### src/rtl/dmem_arbiter_if.sv
// Bundle of the two requester ports and the data-memory pins around dmem_arbiter.
// slave  : arbiter view (takes requests, drives grants and memory pins)
// master : environment view (requesters plus the data memory)
// Optional feature macro: DMEM_ARB_LOCK_EN adds the host bus-lock signal lock1.
interface dmem_arbiter_if #(
  parameter int AW = 32,
  parameter int DW = 32
);
  logic          req0, req1;
  logic          we0, we1;
  logic [AW-1:0] addr0, addr1;
  logic [DW-1:0] wdata0, wdata1;
  logic          gnt0, gnt1;
  logic          rvalid0, rvalid1;
  logic [DW-1:0] rdata0, rdata1;
  logic          mem_en, mem_we;
  logic [AW-1:0] mem_addr;
  logic [DW-1:0] mem_wdata;
  logic [DW-1:0] mem_rdata;
`ifdef DMEM_ARB_LOCK_EN
  logic          lock1;

  modport slave (
    input  req0, req1, we0, we1, addr0, addr1, wdata0, wdata1, mem_rdata, lock1,
    output gnt0, gnt1, rvalid0, rvalid1, rdata0, rdata1,
           mem_en, mem_we, mem_addr, mem_wdata
  );

  modport master (
    output req0, req1, we0, we1, addr0, addr1, wdata0, wdata1, mem_rdata, lock1,
    input  gnt0, gnt1, rvalid0, rvalid1, rdata0, rdata1,
           mem_en, mem_we, mem_addr, mem_wdata
  );
`else
  modport slave (
    input  req0, req1, we0, we1, addr0, addr1, wdata0, wdata1, mem_rdata,
    output gnt0, gnt1, rvalid0, rvalid1, rdata0, rdata1,
           mem_en, mem_we, mem_addr, mem_wdata
  );

  modport master (
    output req0, req1, we0, we1, addr0, addr1, wdata0, wdata1, mem_rdata,
    input  gnt0, gnt1, rvalid0, rvalid1, rdata0, rdata1,
           mem_en, mem_we, mem_addr, mem_wdata
  );
`endif
endinterface

### src/rtl/dmem_arbiter.sv
// Round-robin arbiter sharing the data memory between the CPU (requester 0)
// and the host loader (requester 1). Grants and memory pins are registered;
// read data is passed through from the memory during the response cycle.
// Optional feature macro: DMEM_ARB_LOCK_EN (host bus lock via lock1).
//
// state | meaning
// ------+------------------------------------------
// IDLE  | no access in flight
// ISSUE | memory access driven, grant pulse high
// RESP  | memory data returning, rvalid pulse high
module dmem_arbiter #(
  parameter int AW = 32,
  parameter int DW = 32
) (
  input  logic          clk,
  input  logic          rst_n,
  dmem_arbiter_if.slave bus
);

  localparam logic [1:0] IDLE  = 2'd0;
  localparam logic [1:0] ISSUE = 2'd1;
  localparam logic [1:0] RESP  = 2'd2;

  logic [1:0]    state_q;
  logic          last_q;
  logic          gnt0_q, gnt1_q;
  logic          rv0_q, rv1_q;
  logic          mem_en_q, mem_we_q;
  logic [AW-1:0] mem_addr_q;
  logic [DW-1:0] mem_wdata_q;
  logic          any_req;
  logic          lock_win;
  logic          win1;

  // Winner selection: a lone requester wins, a tie goes to the one not granted last.
  always_comb begin
    any_req  = bus.req0 | bus.req1;
`ifdef DMEM_ARB_LOCK_EN
    // With the lock held after a host grant, the host keeps the memory.
    lock_win = bus.lock1 & last_q;
`else
    lock_win = 1'b0;
`endif
    win1     = bus.req1 & (~bus.req0 | ~last_q | lock_win);
  end

  // Sequencer: decide in IDLE/RESP, drive memory in ISSUE, complete in RESP.
  always_ff @(posedge clk or negedge rst_n) begin
    if (!rst_n) begin
      state_q     <= IDLE;
      last_q      <= 1'b1;
      gnt0_q      <= 1'b0;
      gnt1_q      <= 1'b0;
      rv0_q       <= 1'b0;
      rv1_q       <= 1'b0;
      mem_en_q    <= 1'b0;
      mem_we_q    <= 1'b0;
      mem_addr_q  <= '0;
      mem_wdata_q <= '0;
    end else begin
      case (state_q)
        IDLE, RESP: begin
          rv0_q <= 1'b0;
          rv1_q <= 1'b0;
          if (any_req) begin
            state_q     <= ISSUE;
            gnt0_q      <= ~win1;
            gnt1_q      <= win1;
            mem_en_q    <= 1'b1;
            mem_we_q    <= win1 ? bus.we1    : bus.we0;
            mem_addr_q  <= win1 ? bus.addr1  : bus.addr0;
            mem_wdata_q <= win1 ? bus.wdata1 : bus.wdata0;
            last_q      <= win1;
          end else begin
            state_q <= IDLE;
          end
        end
        ISSUE: begin
          state_q  <= RESP;
          gnt0_q   <= 1'b0;
          gnt1_q   <= 1'b0;
          mem_en_q <= 1'b0;
          rv0_q    <= gnt0_q;
          rv1_q    <= gnt1_q;
        end
        default: begin
          state_q  <= IDLE;
          gnt0_q   <= 1'b0;
          gnt1_q   <= 1'b0;
          rv0_q    <= 1'b0;
          rv1_q    <= 1'b0;
          mem_en_q <= 1'b0;
        end
      endcase
    end
  end

  // Output drive; read data only reaches the winner of a read, otherwise zero.
  always_comb begin
    bus.gnt0      = gnt0_q;
    bus.gnt1      = gnt1_q;
    bus.rvalid0   = rv0_q;
    bus.rvalid1   = rv1_q;
    bus.mem_en    = mem_en_q;
    bus.mem_we    = mem_we_q;
    bus.mem_addr  = mem_addr_q;
    bus.mem_wdata = mem_wdata_q;
    bus.rdata0    = (rv0_q && !mem_we_q) ? bus.mem_rdata : '0;
    bus.rdata1    = (rv1_q && !mem_we_q) ? bus.mem_rdata : '0;
  end

endmodule

### src/flat_wrapper.sv
// flat-port wrapper written by rule: the top's interface ports become plain ports
module dmem_arbiter_flat 
#(
  parameter int AW = 32,
  parameter int DW = 32
)
  (clk, rst_n, bus_req0, bus_req1, bus_we0, bus_we1, bus_addr0, bus_addr1, bus_wdata0, bus_wdata1, bus_mem_rdata, bus_gnt0, bus_gnt1, bus_rvalid0, bus_rvalid1, bus_rdata0, bus_rdata1, bus_mem_en, bus_mem_we, bus_mem_addr, bus_mem_wdata);
  dmem_arbiter_if #(.AW(AW), .DW(DW)) bus_i ();
  input  logic clk;
  input  logic rst_n;
  input wire logic [$bits(bus_i.req0)-1:0] bus_req0;
  input wire logic [$bits(bus_i.req1)-1:0] bus_req1;
  input wire logic [$bits(bus_i.we0)-1:0] bus_we0;
  input wire logic [$bits(bus_i.we1)-1:0] bus_we1;
  input wire logic [$bits(bus_i.addr0)-1:0] bus_addr0;
  input wire logic [$bits(bus_i.addr1)-1:0] bus_addr1;
  input wire logic [$bits(bus_i.wdata0)-1:0] bus_wdata0;
  input wire logic [$bits(bus_i.wdata1)-1:0] bus_wdata1;
  input wire logic [$bits(bus_i.mem_rdata)-1:0] bus_mem_rdata;
  output wire logic [$bits(bus_i.gnt0)-1:0] bus_gnt0;
  output wire logic [$bits(bus_i.gnt1)-1:0] bus_gnt1;
  output wire logic [$bits(bus_i.rvalid0)-1:0] bus_rvalid0;
  output wire logic [$bits(bus_i.rvalid1)-1:0] bus_rvalid1;
  output wire logic [$bits(bus_i.rdata0)-1:0] bus_rdata0;
  output wire logic [$bits(bus_i.rdata1)-1:0] bus_rdata1;
  output wire logic [$bits(bus_i.mem_en)-1:0] bus_mem_en;
  output wire logic [$bits(bus_i.mem_we)-1:0] bus_mem_we;
  output wire logic [$bits(bus_i.mem_addr)-1:0] bus_mem_addr;
  output wire logic [$bits(bus_i.mem_wdata)-1:0] bus_mem_wdata;
  assign bus_i.req0 = bus_req0;
  assign bus_i.req1 = bus_req1;
  assign bus_i.we0 = bus_we0;
  assign bus_i.we1 = bus_we1;
  assign bus_i.addr0 = bus_addr0;
  assign bus_i.addr1 = bus_addr1;
  assign bus_i.wdata0 = bus_wdata0;
  assign bus_i.wdata1 = bus_wdata1;
  assign bus_i.mem_rdata = bus_mem_rdata;
  assign bus_gnt0 = bus_i.gnt0;
  assign bus_gnt1 = bus_i.gnt1;
  assign bus_rvalid0 = bus_i.rvalid0;
  assign bus_rvalid1 = bus_i.rvalid1;
  assign bus_rdata0 = bus_i.rdata0;
  assign bus_rdata1 = bus_i.rdata1;
  assign bus_mem_en = bus_i.mem_en;
  assign bus_mem_we = bus_i.mem_we;
  assign bus_mem_addr = bus_i.mem_addr;
  assign bus_mem_wdata = bus_i.mem_wdata;
  dmem_arbiter #(.AW(AW), .DW(DW)) u_core (.clk(clk), .rst_n(rst_n), .bus(bus_i));
endmodule
### config.mk
export PLATFORM = sky130hd
export DESIGN_NAME = dmem_arbiter_flat
export DESIGN_NICKNAME = d
export VERILOG_FILES = /design/src/rtl/dmem_arbiter_if.sv /design/src/rtl/dmem_arbiter.sv /design/src/flat_wrapper.sv
export SDC_FILE = /design/constraint.sdc
export NUM_CORES = 1
export LEC_CHECK = 0
export CAP_MARGIN = 0
export CORE_AREA = 2 2 116 118
export CTS_BUF_LIST = sky130_fd_sc_hd__clkbuf_4 sky130_fd_sc_hd__clkbuf_8
export DETAILED_ROUTE_END_ITERATION = 10
export DIE_AREA = 0 0 118 120
export HOLD_SLACK_MARGIN = 0.08
export PLACE_DENSITY = 0.75
export SETUP_SLACK_MARGIN = 0.1
export SKIP_CTS_REPAIR_TIMING = 1
export SLEW_MARGIN = 10
export SYNTH_ARGS = -nofsm -noshare
export SYNTH_HDL_FRONTEND = slang
export SYNTH_SLANG_ARGS = --single-unit
### constraint.sdc
create_clock -name clk -period 4.7 [get_ports clk]
set_input_delay 0.94 -clock clk [delete_from_list [all_inputs] [get_ports clk]]
set_output_delay 0.94 -clock clk [all_outputs]
set_load 0.01 [all_outputs]
==> results.py, run 1 <==
metrics = {
    "worst_setup_path": {
        "required_ps": 3760,
        "critPathKind": "in -> out",
        "cp_slowest_cell": "clkdlybuf4s50_1",
        "rr_worst_depth": 4,
        "path_cells": "clkdlybuf4s50_1, and2_1, clkdlybuf4s50_1",
        "crit_fanout": 2,
        "start_kind": "primary input",
        "cpPeakStageDelay_ps": 600,
        "end_kind": "output pin",
        "arrival_ps": 2140,
        "path_common_cell": "clkdlybuf4s50_1",
    },
    "floorplanning": {
        "num_rows": 42,
        "core-area_mm2": 0.0130,
        "dieArea_mm2": 0.0142,
        "ios": 300,
        "start_util_pct": 27.6,
        "die_w_um": 118,
        "die_h_um": 120,
    },
    "synth": {
        "syn_nets": 542,
        "yosysWarnings": 0,
        "synth_top_cell_area_share_pct": 50.2,
        "netlist_instances": 376,
        "syn-cell-area_mm2": 0.00359,
        "yosysUniqueCellTypes": 26,
        "synth_seq_cells": 73,
        "ys_top_cells_by_area": "dfrtp_1 (50%), and2_1 (12%), a221o_1 (10%), a21oi_1 (7.7%), and3_1 (6.3%)",
        "async_reset_ff_share_pct": 100,
        "synthFlopType": "dfrtp_1",
        "synth_area_leader_cell": "dfrtp_1",
        "syn_avg_cell_area_um2": 9.54,
        "yosysSeqAreaShare_pct": 51.0,
        "synth_edf_count": 0,
    },
    "place": {
        "place_congestion": 0.900,
        "dp_hpwl_um": 10600,
        "place.port_buffers": 299,
        "dpl_cell_area_mm2": 0.00671,
    },
    "run": {
        "maxCapViolCount": 0,
    },
    "drt": {
        "viasPerCell": 4.80,
        "wirelength_um": 14000,
        "vias": 4026,
        "firstDrtPassIters": 4,
        "ant_nets": 0,
        "drt_iter0_markers": 204,
        "routedWlPerCell_um": 16.7,
        "drc": 0,
    },
    "timing": {
        "fin_hold_ws_ps": 418,
        "rsz0062_at_grt": "false",
        "max_freq_mhz": 324,
        "max_slew_margin_pct": 32.2,
        "slew_violations": 0,
        "fin_crit_sh_pct": 65.6,
        "final.setup.tns_ps": 0,
        "fin_crit_ps": 3080,
        "worstMarginPinSlew_ps": 1010,
        "setup_viol": 0,
        "hold_viol": 0,
        "skew_ps": 5.71,
    },
    "global_route": {
        "antenna_found_initial": 0,
        "grt_overflow": 0,
        "grt_pass1_wl_um": 21600,
        "grt.total_usage_pct": 19.3,
        "grt_max_degree": 74,
        "grt_pass1_vias": 4090,
    },
    "pwr": {
        "swShare_pct": 30.2,
        "pwr-share-seq_pct": 39.2,
        "switchingPower_w": 0.000661,
        "p_per_area_mw_per_mm2": 317,
        "peakVddDrop_uv": 150,
        "power_frac_clock_pct": 22.0,
        "p_leak_nw": 2.91,
        "p_int_w": 0.00153,
        "power_frac_comb_pct": 38.9,
    },
    "layout": {
        "fin_nets": 824,
        "antenna_cells": 0,
        "fin_area_mm2": 0.00690,
        "area_growth_pct": 92.5,
        "drive_gt1_share_pct": 4.37,
        "final_common_cell": "clkdlybuf4s50_1",
        "final_cell_mix": "clkdlybuf4s50_1 (298), dfrtp_1 (72), and2_1 (66), a21oi_1 (55)",
    },
    "hold_path": {
        "hold_class": "reg -> reg",
        "hold_depth": 1,
    },
    "clock_tree": {
        "numCtsBuffers": 9,
        "clk_pin_slew_ps": 70,
        "cts_tree": "done",
        "cts_max_path_buffers": 2,
        "cts.sinks": 73,
        "htree_levels": 3,
        "clkLatencyLatePin_ps": 340,
        "cts_root_buffer": "clkbuf_8",
    },
    "status": {
        "outcome": "finished, final reports clean",
    },
}
[critical path, delay by kind of cell]
kind                   cells  cell delay [ps]
and+or+nand+nor            1              130
buffers and inverters      2             1080
[per-stage QoR]
| step | power, W | instances | setup slack, ps | utilization [%] |
|---|---|---|---|---|
| after floorplan | 0.00118 | 376 | 2610 | - |
| after CTS | 0.00222 | 839 | 1620 | 53.2 |
| after global placement | 0.00170 | 823 | 1630 | 51.7 |
| after detailed placement | 0.00172 | 823 | 1630 | 51.7 |
| after global routing | 0.00232 | 839 | 1590 | 53.2 |
| final | 0.00219 | 839 | 1620 | 53.2 |
[synthesized netlist by cell type, types with 2 or more instances]
| cell type | n |
|---|---|
| buf_2 | 11 |
| a32oi_1 | 3 |
| nor2_1 | 28 |
| nand2_1 | 30 |
| clkbuf_1 | 20 |
| nor2b_1 | 2 |
| o21ai_0 | 3 |
| a221o_1 | 36 |
| and3_1 | 36 |
| dfrtp_1 | 72 |
| and2_1 | 66 |
| a21oi_1 | 55 |
[power by group through the flow]
stage | combinational (W) | clock, W | sequential (W)
final | 0.000850 | 0.000480 | 0.000856
after global routing | 0.000911 | 0.000531 | 0.000877
after CTS | 0.000859 | 0.000505 | 0.000857
after detailed placement | 0.000859 | 0 | 0.000863
after global placement | 0.000843 | 0 | 0.000861
after floorplan | 0.000259 | 0 | 0.000920
[kinds of logic (layout without fill, tap and decap cells)]
group	Yosys count	after routing	synth area share [%]
and+or+nand+nor	165	165	24.7
AOI/OAI and AO/OA	102	102	20.1
DFF	73	73	51.0
buffers and inverters	36	323	4.29
[sequential cells by signal, summed over array words and instances (netlist names)]
name / count
u_core.bus.gnt0: 1
u_core.last_q: 1
u_core.bus.mem_wdata: 32
u_core.bus.mem_en: 1
u_core.bus.mem_we: 1
u_core.bus.gnt1: 1
u_core.bus.rvalid0: 1
u_core.bus.mem_addr: 32
u_core.state_q: 2
u_core.bus.rvalid1: 1
[metal layers]
layer | share of wire [%] | GRT usage (%) | vias up
met2 | 53 | 36.1 | 211
met5 | 0 | 0 | -
met3 | 8.2 | 5.85 | 17
li1 | - | - | 1888
met4 | 1.7 | 6.48 | 0
met1 | 37 | 20.7 | 1910
[final cells by class]
cell class,count,area (um2)
Clock buffer,14,186
Clock inverter,2,10.0
Fill cell,1196,6080
Inverter,2,7.51
Multi-Input combinational cell,267,1620
Sequential cell,73,1830
Tap cell,176,220
Timing Repair Buffer,305,3040
[worst paths after layout]
path,start,endpoint,slack (ps)
hold reg to reg,u_core.state_q[1],u_core.state_q[1],420
max in group asynchronous,rst_n,u_core.bus.mem_wdata[0],3360
hold / removal,u_core.state_q[1],u_core.state_q[1],420
min in group asynchronous,rst_n,u_core.bus.mem_addr[8],720
setup reg to reg,u_core.state_q[0],u_core.bus.mem_addr[0],2780
setup / recovery,bus_mem_rdata[26],bus_rdata1[26],1620
No activity file was read; power rests on OpenSTA's default activity.
==> run 2: changes to the inputs <==
CORE_AREA = 2 2 117 119   (was 2 2 116 118)
DIE_AREA = 0 0 119 121   (was 0 0 118 120)
PLACE_DENSITY = 0.74   (was 0.75)
clock period = 2.99 ns   (was 4.7 ns; I/O delays follow)
==> results.py, run 2 (synthesis results as in run 1) <==
metrics = {
    "worst_setup_path": {
        "crit_fanout": 32,
        "cp_slowest_cell": "clkdlybuf4s50_1",
        "crit_buf_inv": 2,
        "r2r_setup_slack_ps": 1150,
        "path_cells": "nor2b_1, buf_4, and2_1, clkdlybuf4s50_1",
        "arrival_ps": 1900,
        "rr_worst_depth": 5,
        "crit_family": "buffers and inverters",
        "rr_startpoint": "u_core.state_q[0]",
        "start_kind": "flip-flop",
        "required_ps": 2390,
        "end_kind": "output pin",
        "cp-endpoint": "bus_rdata1[18]",
        "crit_start": "u_core.bus.mem_we",
        "crit_cells": 4,
        "critPathKind": "reg -> out",
        "cpPeakStageDelay_ps": 590,
        "timing.rr.end": "u_core.bus.mem_addr[29]",
    },
    "drt": {
        "routedWlPerCell_um": 16.9,
        "viasPerCell": 4.77,
        "drt_iter0_markers": 132,
        "vias": 4010,
        "firstDrtPassIters": 4,
        "drc": 0,
        "wirelength_um": 14200,
        "ant_nets": 0,
    },
    "place": {
        "dpl_cell_area_mm2": 0.00672,
        "dp_hpwl_um": 10700,
        "dpl.cell_count": 825,
        "place.port_buffers": 299,
        "place_congestion": 0.881,
    },
    "floorplanning": {
        "die_w_um": 119,
        "num_rows": 42,
        "core-area_mm2": 0.0131,
        "dieArea_mm2": 0.0144,
        "die_h_um": 121,
        "start_util_pct": 27.4,
        "ios": 300,
    },
    "pwr": {
        "p_per_area_mw_per_mm2": 489,
        "peakVddDrop_uv": 234,
        "power_w": 0.00337,
        "p_leak_nw": 2.90,
    },
    "hold_path": {
        "hold_class": "in -> async",
    },
    "clock_tree": {
        "cts_tree": "done",
        "numCtsBuffers": 9,
        "cts_max_path_buffers": 2,
        "clk_pin_slew_ps": 70,
        "htree_levels": 3,
        "cts.sinks": 73,
        "cts_root_buffer": "clkbuf_8",
        "clkLatencyLatePin_ps": 340,
    },
    "timing": {
        "worstMarginPinSlew_ps": 934,
        "rsz0062_at_grt": "false",
        "hold_viol": 0,
        "slew_violations": 0,
        "max_slew_margin_pct": 37.7,
        "setup_viol": 0,
        "fin_crit_ps": 2500,
        "fin_crit_sh_pct": 83.6,
        "final.setup.tns_ps": 0,
        "max_freq_mhz": 400,
        "skew_ps": 7.96,
    },
    "status": {
        "outcome": "finished, final reports clean",
    },
    "global_route": {
        "grt_pass1_vias": 4194,
        "grt_pass1_wl_um": 21900,
        "grt_max_degree": 74,
        "grt.total_usage_pct": 19.3,
        "antenna_found_initial": 0,
        "grt_overflow": 0,
    },
    "layout": {
        "final_common_cell": "clkdlybuf4s50_1",
        "fin_area_mm2": 0.00689,
        "final_cell_mix": "clkdlybuf4s50_1 (298), dfrtp_1 (72), and2_1 (66), a21oi_1 (55)",
        "utilization_pct": 52.6,
        "fin_nets": 826,
        "antenna_cells": 0,
        "final_cell_count_no_fill": 840,
        "area_growth_pct": 92.0,
        "drive_gt1_share_pct": 4.52,
    },
    "run": {
        "maxCapViolCount": 0,
    },
}
## run 2: changes by cell type in the layout (fill, tap and decap cells not counted), sizes merged
cell,previous run,this run
clkbuf,14,12
buf,7,9
clkinv,2,3
## run 2: where the power goes
group	internal, W	total [W]	switching [W]
clock	0.000324	0.000677	0.000353
sequential	0.00121	0.00135	0.000141
combinational	0.000792	0.00134	0.000550
total	0.00233	0.00337	0.00104
## run 2: cell type report
cell class / instances / area (um2)
Timing Repair Buffer: 307 / 3050
Clock buffer: 12 / 146
Inverter: 2 / 7.51
Clock inverter: 3 / 18.8
Tap cell: 176 / 220
Multi-Input combinational cell: 267 / 1620
Fill cell: 1174 / 6200
Sequential cell: 73 / 1830
## run 2: routing by layer
| layer | wire length, um | up-vias | GRT usage (%) |
|---|---|---|---|
| li1 | - | 1891 | - |
| met1 | 5310 | 1882 | 21.2 |
| met2 | 7360 | 212 | 34.9 |
| met3 | 1150 | 25 | 5.92 |
| met4 | 352 | 0 | 6.85 |
| met5 | 0 | - | 0 |
## run 2: worst min-delay path by stage
stage | endpoint | slack, ps | cells after the start
2_1_floorplan | u_core.bus.gnt0 | 300 | 0
3_3_place_gp | u_core.state_q[1] | 410 | 1
3_5_place_dp | u_core.state_q[1] | 430 | 1
4_1_cts | u_core.bus.mem_wdata[12] | 430 | 1
5_1_grt | u_core.state_q[1] | 460 | 1
6_report | u_core.bus.mem_addr[10] | 380 | 1
## run 2: per-stage QoR
stage               hold slack, ps  setup slack (ps)
floorplan                      302              1250
detailed placement             432               419
CTS                            429               444
global route                   463               338
finish                         384               491
global placement               406               486
